`src/rtl/hazard_ctrl_unit.sv`:
```
// hazard_ctrl_unit: E-stage forwarding, load-use stall, branch flush and multi-cycle-op stall control
//   inputs : clk, rst_n (async, active low), instr_d/x/m/w, asel_x/bsel_x, regwen_x/m/w,
//            memrd_x, br_taken_x, mc_start_x
//   outputs: asel_fcu/bsel_fcu (operand mux selects), stall_f/d/x, flush_d/x/m, busy,
//            stall_cnt/flush_cnt (perf counters, present only with HAZARD_PERF_EN defined)
module hazard_ctrl_unit #(
    parameter int AWIDTH = 32,
    parameter int RADDR  = 5,
    parameter int MC_LAT = 4,
    parameter int CNT_W  = 32
) (
    input  logic              clk,
    input  logic              rst_n,
    input  logic [AWIDTH-1:0] instr_d,
    input  logic [AWIDTH-1:0] instr_x,
    input  logic [AWIDTH-1:0] instr_m,
    input  logic [AWIDTH-1:0] instr_w,
    input  logic [1:0]        asel_x,
    input  logic [1:0]        bsel_x,
    input  logic              regwen_x,
    input  logic              regwen_m,
    input  logic              regwen_w,
    input  logic              memrd_x,
    input  logic              br_taken_x,
    input  logic              mc_start_x,
    output logic [1:0]        asel_fcu,
    output logic [1:0]        bsel_fcu,
    output logic              stall_f,
    output logic              stall_d,
    output logic              stall_x,
    output logic              flush_d,
    output logic              flush_x,
    output logic              flush_m,
    output logic              busy,
    output logic [CNT_W-1:0]  stall_cnt,
    output logic [CNT_W-1:0]  flush_cnt
);
    typedef enum logic {RUN, MC_BUSY} state_t;
    localparam bit MC_EN = MC_LAT >= 2;
    state_t state;
    logic [3:0] mc_cnt;
    logic [RADDR-1:0] rs1_d, rs2_d, rd_x, rs1_x, rs2_x, rd_m, rd_w;
    logic run, br, mc_go, lu, unused_bits;
    assign rs1_d = instr_d[15+:RADDR];
    assign rs2_d = instr_d[20+:RADDR];
    assign rd_x  = instr_x[7+:RADDR];
    assign rs1_x = instr_x[15+:RADDR];
    assign rs2_x = instr_x[20+:RADDR];
    assign rd_m  = instr_m[7+:RADDR];
    assign rd_w  = instr_w[7+:RADDR];
    assign unused_bits = ^{instr_d, instr_x, instr_m, instr_w};
    assign asel_fcu = (regwen_m && rd_m != '0 && rd_m == rs1_x) ? 2'b10 :
                      (regwen_w && rd_w != '0 && rd_w == rs1_x) ? 2'b11 : asel_x;
    assign bsel_fcu = (regwen_m && rd_m != '0 && rd_m == rs2_x) ? 2'b10 :
                      (regwen_w && rd_w != '0 && rd_w == rs2_x) ? 2'b11 : bsel_x;
    assign run   = state == RUN;
    assign busy  = state == MC_BUSY;
    // In RUN a taken branch outranks a multi-cycle start, which outranks load-use
    assign br    = run && br_taken_x;
    assign mc_go = run && MC_EN && mc_start_x && !br_taken_x;
    assign lu    = run && !br_taken_x && !mc_go && memrd_x && regwen_x && rd_x != '0 &&
                   (rd_x == rs1_d || rd_x == rs2_d);
    assign stall_f = busy || mc_go || lu;
    assign stall_d = stall_f;
    assign stall_x = busy || mc_go;
    assign flush_m = stall_x;
    assign flush_d = br;
    assign flush_x = br || lu;
    // The start cycle itself is the first stall, so mc_cnt holds the remaining busy cycles
    // (MC_LAT-2); with MC_LAT == 2 the single start-cycle stall is enough and MC_BUSY is skipped.
    always_ff @(posedge clk or negedge rst_n) begin
        if (!rst_n) begin
            state  <= RUN;
            mc_cnt <= '0;
        end else if (run) begin
            if (mc_go && MC_LAT > 2) begin
                state  <= MC_BUSY;
                mc_cnt <= 4'(MC_LAT - 2);
            end
        end else begin
            mc_cnt <= mc_cnt - 4'd1;
            if (mc_cnt <= 4'd1) state <= RUN;
        end
    end
`ifdef HAZARD_PERF_EN
    always_ff @(posedge clk or negedge rst_n) begin
        if (!rst_n) begin
            stall_cnt <= '0;
            flush_cnt <= '0;
        end else begin
            if (stall_f && stall_cnt != '1) stall_cnt <= stall_cnt + 1'b1;
            if ((flush_d || flush_x) && flush_cnt != '1) flush_cnt <= flush_cnt + 1'b1;
        end
    end
`else
    assign stall_cnt = '0;
    assign flush_cnt = '0;
`endif
endmodule
```
`config.mk`:
```
export PLATFORM = sky130hd
export DESIGN_NAME = hazard_ctrl_unit
export DESIGN_NICKNAME = d
export VERILOG_FILES = /design/src/rtl/hazard_ctrl_unit.sv
export SDC_FILE = /design/constraint.sdc
export NUM_CORES = 1
export LEC_CHECK = 0
export CORE_MARGIN = 4
export CORE_UTILIZATION = 21
export DETAILED_ROUTE_END_ITERATION = 8
export GPL_TIMING_DRIVEN = 0
export PLACE_DENSITY = 0.83
export SKIP_CTS_REPAIR_TIMING = 1
export SLEW_MARGIN = 20
export SYNTH_ARGS = -nofsm -noshare
export SYNTH_HDL_FRONTEND = slang
export SYNTH_SLANG_ARGS = --single-unit
```
`constraint.sdc`:
```
create_clock -name clk -period 2.3 [get_ports clk]
set_input_delay 0.46 -clock clk [delete_from_list [all_inputs] [get_ports clk]]
set_output_delay 0.46 -clock clk [all_outputs]
set_load 0.03 [all_outputs]
```
==> impl_results.md, run 1 <==
* Largest net degree at the start of global routing at 10
* CTS Buf Count at 3
* Crit. End Element: output port
* Worst Clk Skew at 0.000135 ns
* Fill count at 516
* Vias in the first global route at 1169
* Post-layout min period at 2.38 ns
* Avg Inst Size Synth at 7.96 um2
* Endpoints failing setup at 2
* Placed inst area at 2080 um2
* Clk sink count at 5
* Final TNS setup at -0.127 ns
* Grt total ovfl at 0
* Final instance area at 2250 um2
* Post-synthesis mux area share at 0.00956
* Die Wd at 82.9 um
* Fin. max-slew vios at 0
* Layout cells sized above 1 at 0.372
* Synth async-reset ratio at 1.00
* Synth area leaders: buf_4 42%, xor2_1 15%, dfrtp_1 11%, xnor2_1 8.9%, nor4_1 2.7%
* First-pass GRT wire length at 5170 um
* Antenna violations before repair at 0
* Layout area overhead at 90.8%
* Post-Synthesis Cells at 148
* Largest family of logic cells by synthesized area: buffers and inverters
* CP required at 1.84 ns
* Detail Route Antenna Nets at 0
* Global placement routability congestion at 0.778
* Clk Latency, worst-skew pair at 0.22 ns
* Final Hold Fails at 0
* RSZ-0062 raised after global routing: true
* Register area share after synthesis at 0.106
* PortBufs at 57
* Initial core utilization at 0.223
* Violated checks: setup timing
* Nets@finish at 417
* Yosys reg bits at 5
* Tcrit/Tclk final at 1.04
* Clock buffer depth at 2
* Crit path max-delay cell type: or4_4
* Clock slew at reported path FFs at 0.04 ns
* Vias post-DR at 1192
* Buf+Inv Stages, Crit Path at 2
* Root buffer cell: clkbuf_8
* N_diodes at 0
* Pleak at 1.29 nW
* Via density per instance at 3.47
* Final WS setup at -0.0819 ns
* Outcome: complete, but fails checks
* I/O pins at 215
* Synthesized area at 1180 um2
* Cell variety after synth at 24
* Die Ht at 82.9 um
* Worst path cell trace: buf_8 > or4_4 > o21ai_4 > nor4_2 > or3_1 > buf_2
* Yosys Warn Count at 0
* Number of enable flip-flop cells after synthesis at 0
* Maxcap violations at 0
* Dpl hpwl at 3070 um
* Drt initial violations at 6
* # rows at 26
* Final WL at 3480 um
* Worst min-delay path class: input pin to asynchronous set/reset pin
* Top_reg_cell synth: dfrtp_1
* Yosys top cell area share at 0.421
* CTS tree: yes
* Tot GR Track Use at 0.0895
* Adder-Cell Fraction of Synth Area at 0.0213
* # DRC at 0
* Post-synthesis compound-gate area fraction at 0.0786
* Nature of the critical path startpoint: input pin
* CP Class: input pin to output port
* Average wire per standard cell at 10.1 um
* H-tree lvl count at 1
* Max VDD drop at 0.000376 V
* Power per Cell Area at 505 nW/um2
* Data arrival, critical path at 1.92 ns
* Synth area leader: buf_4
* Drt pass-1 iters at 3
* XOR/XNOR Fraction of Synth Area at 0.238
* Simple-gate portion of the synthesized area at 0.106
* Core area at 5270 um2
* Crit-path leading delay family: simple AND/OR/NAND/NOR gates
* Crit-path max FO at 3
* Die Area at 6870 um2
* Fmax at 420 MHz
* Max incr delay on CP at 0.53 ns
## final cells by class
type                       count  area, um2  area share
multi-input combinational    135        880       0.392
timing repair buffer          59        594       0.265
buffer                        67        499       0.222
sequential                     5        125      0.0557
tap                           70       87.6      0.0390
clock buffer                   4       45.0      0.0201
inverter                       4       15.0     0.00669
## state kept, by name, summed over array words and instances, names as in the netlist
register  flops
busy          1
mc_cnt        4
## cells by family after synthesis
kind of cell	count (synthesis)
compound gates	13
xor+xnor	32
fa+ha+maj	2
buf+inv	71
flops	5
mux	1
other cells	1
simple gates	23
## layer usage
| metal | up-vias | wire, um | track usage | share of wire |
|---|---|---|---|---|
| li1 | 605 | - | - | - |
| met1 | 492 | 1130 | 0.0861 | 0.33 |
| met2 | 85 | 1830 | 0.164 | 0.52 |
| met3 | 10 | 425 | 0.0436 | 0.12 |
| met4 | 0 | 98 | 0.0327 | 0.028 |
| met5 | - | 0 | 0 | 0 |
## per-stage QoR
step	hold WS (ns)	total power, W	util	setup WS, ns	instances
5_1_grt	0.472	0.00121	0.426	-0.124	344
6_report	0.462	0.00113	0.426	-0.0819	344
4_1_cts	0.462	0.00112	0.402	-0.880	342
3_3_place_gp	0.541	0.000934	0.394	-0.851	338
2_1_floorplan	0.164	0.000712	-	0.169	211
3_5_place_dp	0.546	0.000954	0.394	-0.875	338
## cell usage in the layout, fill, tap and decap left out, drive strengths merged
| master | Yosys | final |
|---|---|---|
| xor2 | 20 | 20 |
| o21ai | 4 | 4 |
| ha | 2 | 2 |
| or4 | 3 | 3 |
| nand3 | 4 | 4 |
| clkdlybuf4s50 | 0 | 25 |
| a22oi | 2 | 2 |
| nor4 | 5 | 5 |
| a22o | 2 | 2 |
| dlymetal6s2s | 0 | 18 |
| nand2 | 1 | 1 |
| nor3 | 4 | 4 |
| o22ai | 1 | 1 |
| conb | 1 | 64 |
| or3 | 2 | 2 |
| a21oi | 2 | 2 |
| nor2 | 4 | 4 |
| xnor2 | 12 | 12 |
| dfrtp | 5 | 5 |
| inv | 4 | 4 |
| buf | 66 | 73 |
| o21ba | 2 | 2 |
| clkbuf | 1 | 14 |
| mux2 | 1 | 1 |
## Yosys cell counts, drive strengths merged, types with 2 or more instances
master  instances
ha              2
a22oi           2
o21ai           4
nor3            4
or3             2
nor4            5
o21ba           2
dfrtp           5
nor2            4
buf            66
a21oi           2
a22o            2
inv             4
or4             3
xor2           20
nand3           4
xnor2          12
## worst reg2reg max path, stage by stage (launching register included)
cell,delay (ns)
dfrtp_1,0.33
clkbuf_1,0.37
a21oi_4,0.11
mux2_2,0.28
## path summary, 6_finish.rpt
kind / startpoint / endpoint / slack, ns / depth (start not counted)
max: instr_m[11] / asel_fcu[1] / -0.08 / 6
min: rst_n / mc_cnt[3]$_DFFE_PN0P_ / 0.46 / 1
max reg2reg: busy$_DFF_PN0_ / mc_cnt[0]$_DFFE_PN0P_ / 1.09 / 3
min reg2reg: mc_cnt[3]$_DFFE_PN0P_ / mc_cnt[3]$_DFFE_PN0P_ / 0.57 / 1
max in group asynchronous: rst_n / mc_cnt[0]$_DFFE_PN0P_ / 1.65 / 1
min in group clk: mc_cnt[3]$_DFFE_PN0P_ / mc_cnt[3]$_DFFE_PN0P_ / 0.57 / 1
## report_power, final
group | internal (W) | leakage (nW) | switching, W
sequential | 0.000133 | 0.0592 | 0.0000376
combinational | 0.000349 | 1.21 | 0.000449
clock | 0.000119 | 0.0228 | 0.0000454
(Power assumes the default switching activity.)
==> run 2, diff against run 1 <==
Settings changed: CORE_AREA from default to 2 2 83 85, CORE_MARGIN 4 to default, CORE_UTILIZATION 21 to default, DIE_AREA from default to 0 0 85 87, PLACE_DENSITY 0.83 to 0.74.
==> impl_results.md, run 2 (synthesized netlist as in run 1, its figures left out) <==
* Die Area at 7400 um2 (+7.7%)
* Worst Clk Skew at 0.00158 ns (+0.00145 ns)
* Tcrit/Tclk final at 1.04 (+0.00659)
* Switching pwr at 0.000528 W (-0.91%)
* H-tree lvl count at 1 (unchanged)
* Tot GR Track Use at 0.0745 (-0.0150)
* Final TNS setup at -0.182 ns (-0.0555 ns)
* Net Sw Frac at 0.468 (-0.00202)
* Nature of the critical path startpoint: input pin
* Via density per instance at 3.35 (-3.5%)
* Die Ht at 87 um (+5.0%)
* Clk pwr share at 0.144 (about the same)
* Clock buffer depth at 2 (unchanged)
* Data arrival, critical path at 1.94 ns (+0.02 ns)
* Most common cell after layout, fill and taps aside: buf_4
* Max VDD drop at 0.000565 V (+50%)
* Antenna violations before repair at 2 (+2)
* CP required at 1.84 ns (about the same)
* # DRC at 0 (unchanged)
* Clock slew at reported path FFs at 0.04 ns (about the same)
* Hold slack at 0.463 ns (+0.000980 ns)
* Pleak at 1.34 nW (+3.8%)
* # rows at 30 (+15%)
* Drt initial violations at 7 (+1)
* Worst min-delay path class: input pin to asynchronous set/reset pin
* Worst path cell trace: dlymetal6s2s_1 > or4_4 > o21ai_4 > nor4_2 > or3_1 > buf_2
* Clk Latency, worst-skew pair at 0.22 ns (about the same)
* Largest net degree at the start of global routing at 10 (unchanged)
* Detail Route Antenna Nets at 0 (unchanged)
* Crit. End Element: output port
* Most frequent cells in the layout: 68 x buf_4, 64 x conb_1, 24 x dlymetal6s2s_1
* Final Hold Fails at 0 (unchanged)
* First-pass GRT wire length at 4400 um (-15%)
* RSZ-0062 raised after global routing: true
* Crit-path max FO at 3 (unchanged)
* Dpl hpwl at 2940 um (-4.1%)
* CTS Buf Count at 3 (unchanged)
* Clk sink count at 5 (unchanged)
* Max reg flops at 4 (unchanged)
* Register share of total power at 0.149 (about the same)
* CP Class: input pin to output port
* Max incr delay on CP at 0.51 ns (-0.02 ns)
* Fmax at 417 MHz (-0.63%)
* Logic pwr share at 0.707 (+0.002)
* Power per Cell Area at 492 nW/um2 (-2.4%)
* PortBufs at 57 (unchanged)
* Layout area overhead at 94.6%
* Initial core utilization at 0.179 (-0.0442)
* Fin. max-slew vios at 0 (unchanged)
* Vias in the first global route at 1043 (-11%)
* Grt total ovfl at 0 (unchanged)
* Power Total at 0.00113 W (-0.48%)
* Final WS setup at -0.0971 ns (-0.0152 ns)
* Global placement routability congestion at 0.765 (-1.6%)
* Worst Reg2Reg Path Length in Cells at 3 (unchanged)
* I/O pins at 215 (unchanged)
* Die Wd at 85 um (+2.6%)
* Outcome: complete, but fails checks
* Root buffer cell: clkbuf_8
* Vias post-DR at 1191 (-0.084%)
* Core area at 6570 um2 (+25%)
* Violated checks: setup timing
* Drt pass-1 iters at 4 (+1)
* Nets@finish at 417 (unchanged)
* Final WL at 3320 um (-4.5%)
* Top reg by flops: mc_cnt
* Endpoints failing setup at 2 (unchanged)
* Post-layout min period at 2.40 ns (+0.0152 ns)
* Finished Layout Cells at 356 (+3.5%)
* Maxcap violations at 0 (unchanged)
* P_int at 0.000600 W (about the same)
* Layout cells sized above 1 at 0.361 (-0.0109)
* CTS tree: yes
* Average wire per standard cell at 9.34 um (-7.7%)
* Crit path max-delay cell type: or4_4
* Placed cells at 348 (+3.0%)
[run 2: changes by cell type in the layout (fill, tap and decap cells not counted)]
| cell | before | now |
|---|---|---|
| dlymetal6s2s_1 | 18 | 24 |
| clkdlybuf4s50_1 | 25 | 21 |
| clkbuf_2 | 7 | 4 |
| diode_2 | 0 | 2 |
| buf_2 | 1 | 2 |
| nor3_1 | 2 | 3 |
| nor3_2 | 2 | 1 |
| nor4_1 | 1 | 0 |
| nor4_4 | 1 | 2 |
| xor2_1 | 19 | 20 |
| xor2_2 | 1 | 0 |
[run 2: final cells by class]
class                           count  area, um2
Timing Repair Buffer               59        619
Tap cell                           80        100
Buffer                             67        499
Sequential cell                     5        125
Antenna cell                        2       5.00
Inverter                            4       15.0
Clock buffer                        4       45.0
Multi-Input combinational cell    135        882
Fill cell                         667       4280
[run 2: final timing paths]
check	start	end	slack, ns
max	instr_w[10]	asel_fcu[1]	-0.1
max reg2reg	busy$_DFF_PN0_	mc_cnt[0]$_DFFE_PN0P_	1.07
min reg2reg	mc_cnt[3]$_DFFE_PN0P_	mc_cnt[3]$_DFFE_PN0P_	0.56
min in group clk	mc_cnt[3]$_DFFE_PN0P_	mc_cnt[3]$_DFFE_PN0P_	0.56
max in group asynchronous	rst_n	busy$_DFF_PN0_	1.65
min	rst_n	mc_cnt[1]$_DFFE_PN0P_	0.46
[run 2: critical path: cells and delay by family]
family / cells / cell delay [ns]
AOI/OAI and AO/OA: 1 / 0.22
buffers and inverters: 2 / 0.35
and+or+nand+nor: 3 / 0.89
[run 2: power by group through the flow]
| stage | Clock [W] | Combinational, W | Sequential, W |
|---|---|---|---|
| after floorplan | 0 | 0.000534 | 0.000178 |
| after global placement | 0 | 0.000765 | 0.000165 |
| after detailed placement | 0 | 0.000783 | 0.000169 |
| after CTS | 0.000169 | 0.000782 | 0.000169 |
| after global routing | 0.000175 | 0.000857 | 0.000174 |
| final | 0.000163 | 0.000797 | 0.000168 |
[run 2: routing by layer]
layer | wire length [um] | track usage | up-vias
li1 | - | - | 612
met2 | 1750 | 0.154 | 84
met5 | 0 | 0 | -
met4 | 8 | 0.0130 | 0
met1 | 1070 | 0.0647 | 493
met3 | 493 | 0.0351 | 2
[run 2: metrics by stage]
step	instance area (um2)	utilization	setup slack, ns
4_1_cts	2130	0.325	-0.886
5_1_grt	2290	0.349	-0.150
6_report	2290	0.349	-0.0971
3_5_place_dp	2090	0.318	-0.889
3_3_place_gp	2090	0.318	-0.852
2_1_floorplan	1420	-	0.169
==> run 3, diff against run 2 <==
Settings changed: CTS_CLUSTER_DIAMETER from default to 100, CTS_CLUSTER_SIZE from default to 16.
==> results of run 3 <==
Same layout as run 2: the final DEF is identical, and so are final timing and power.
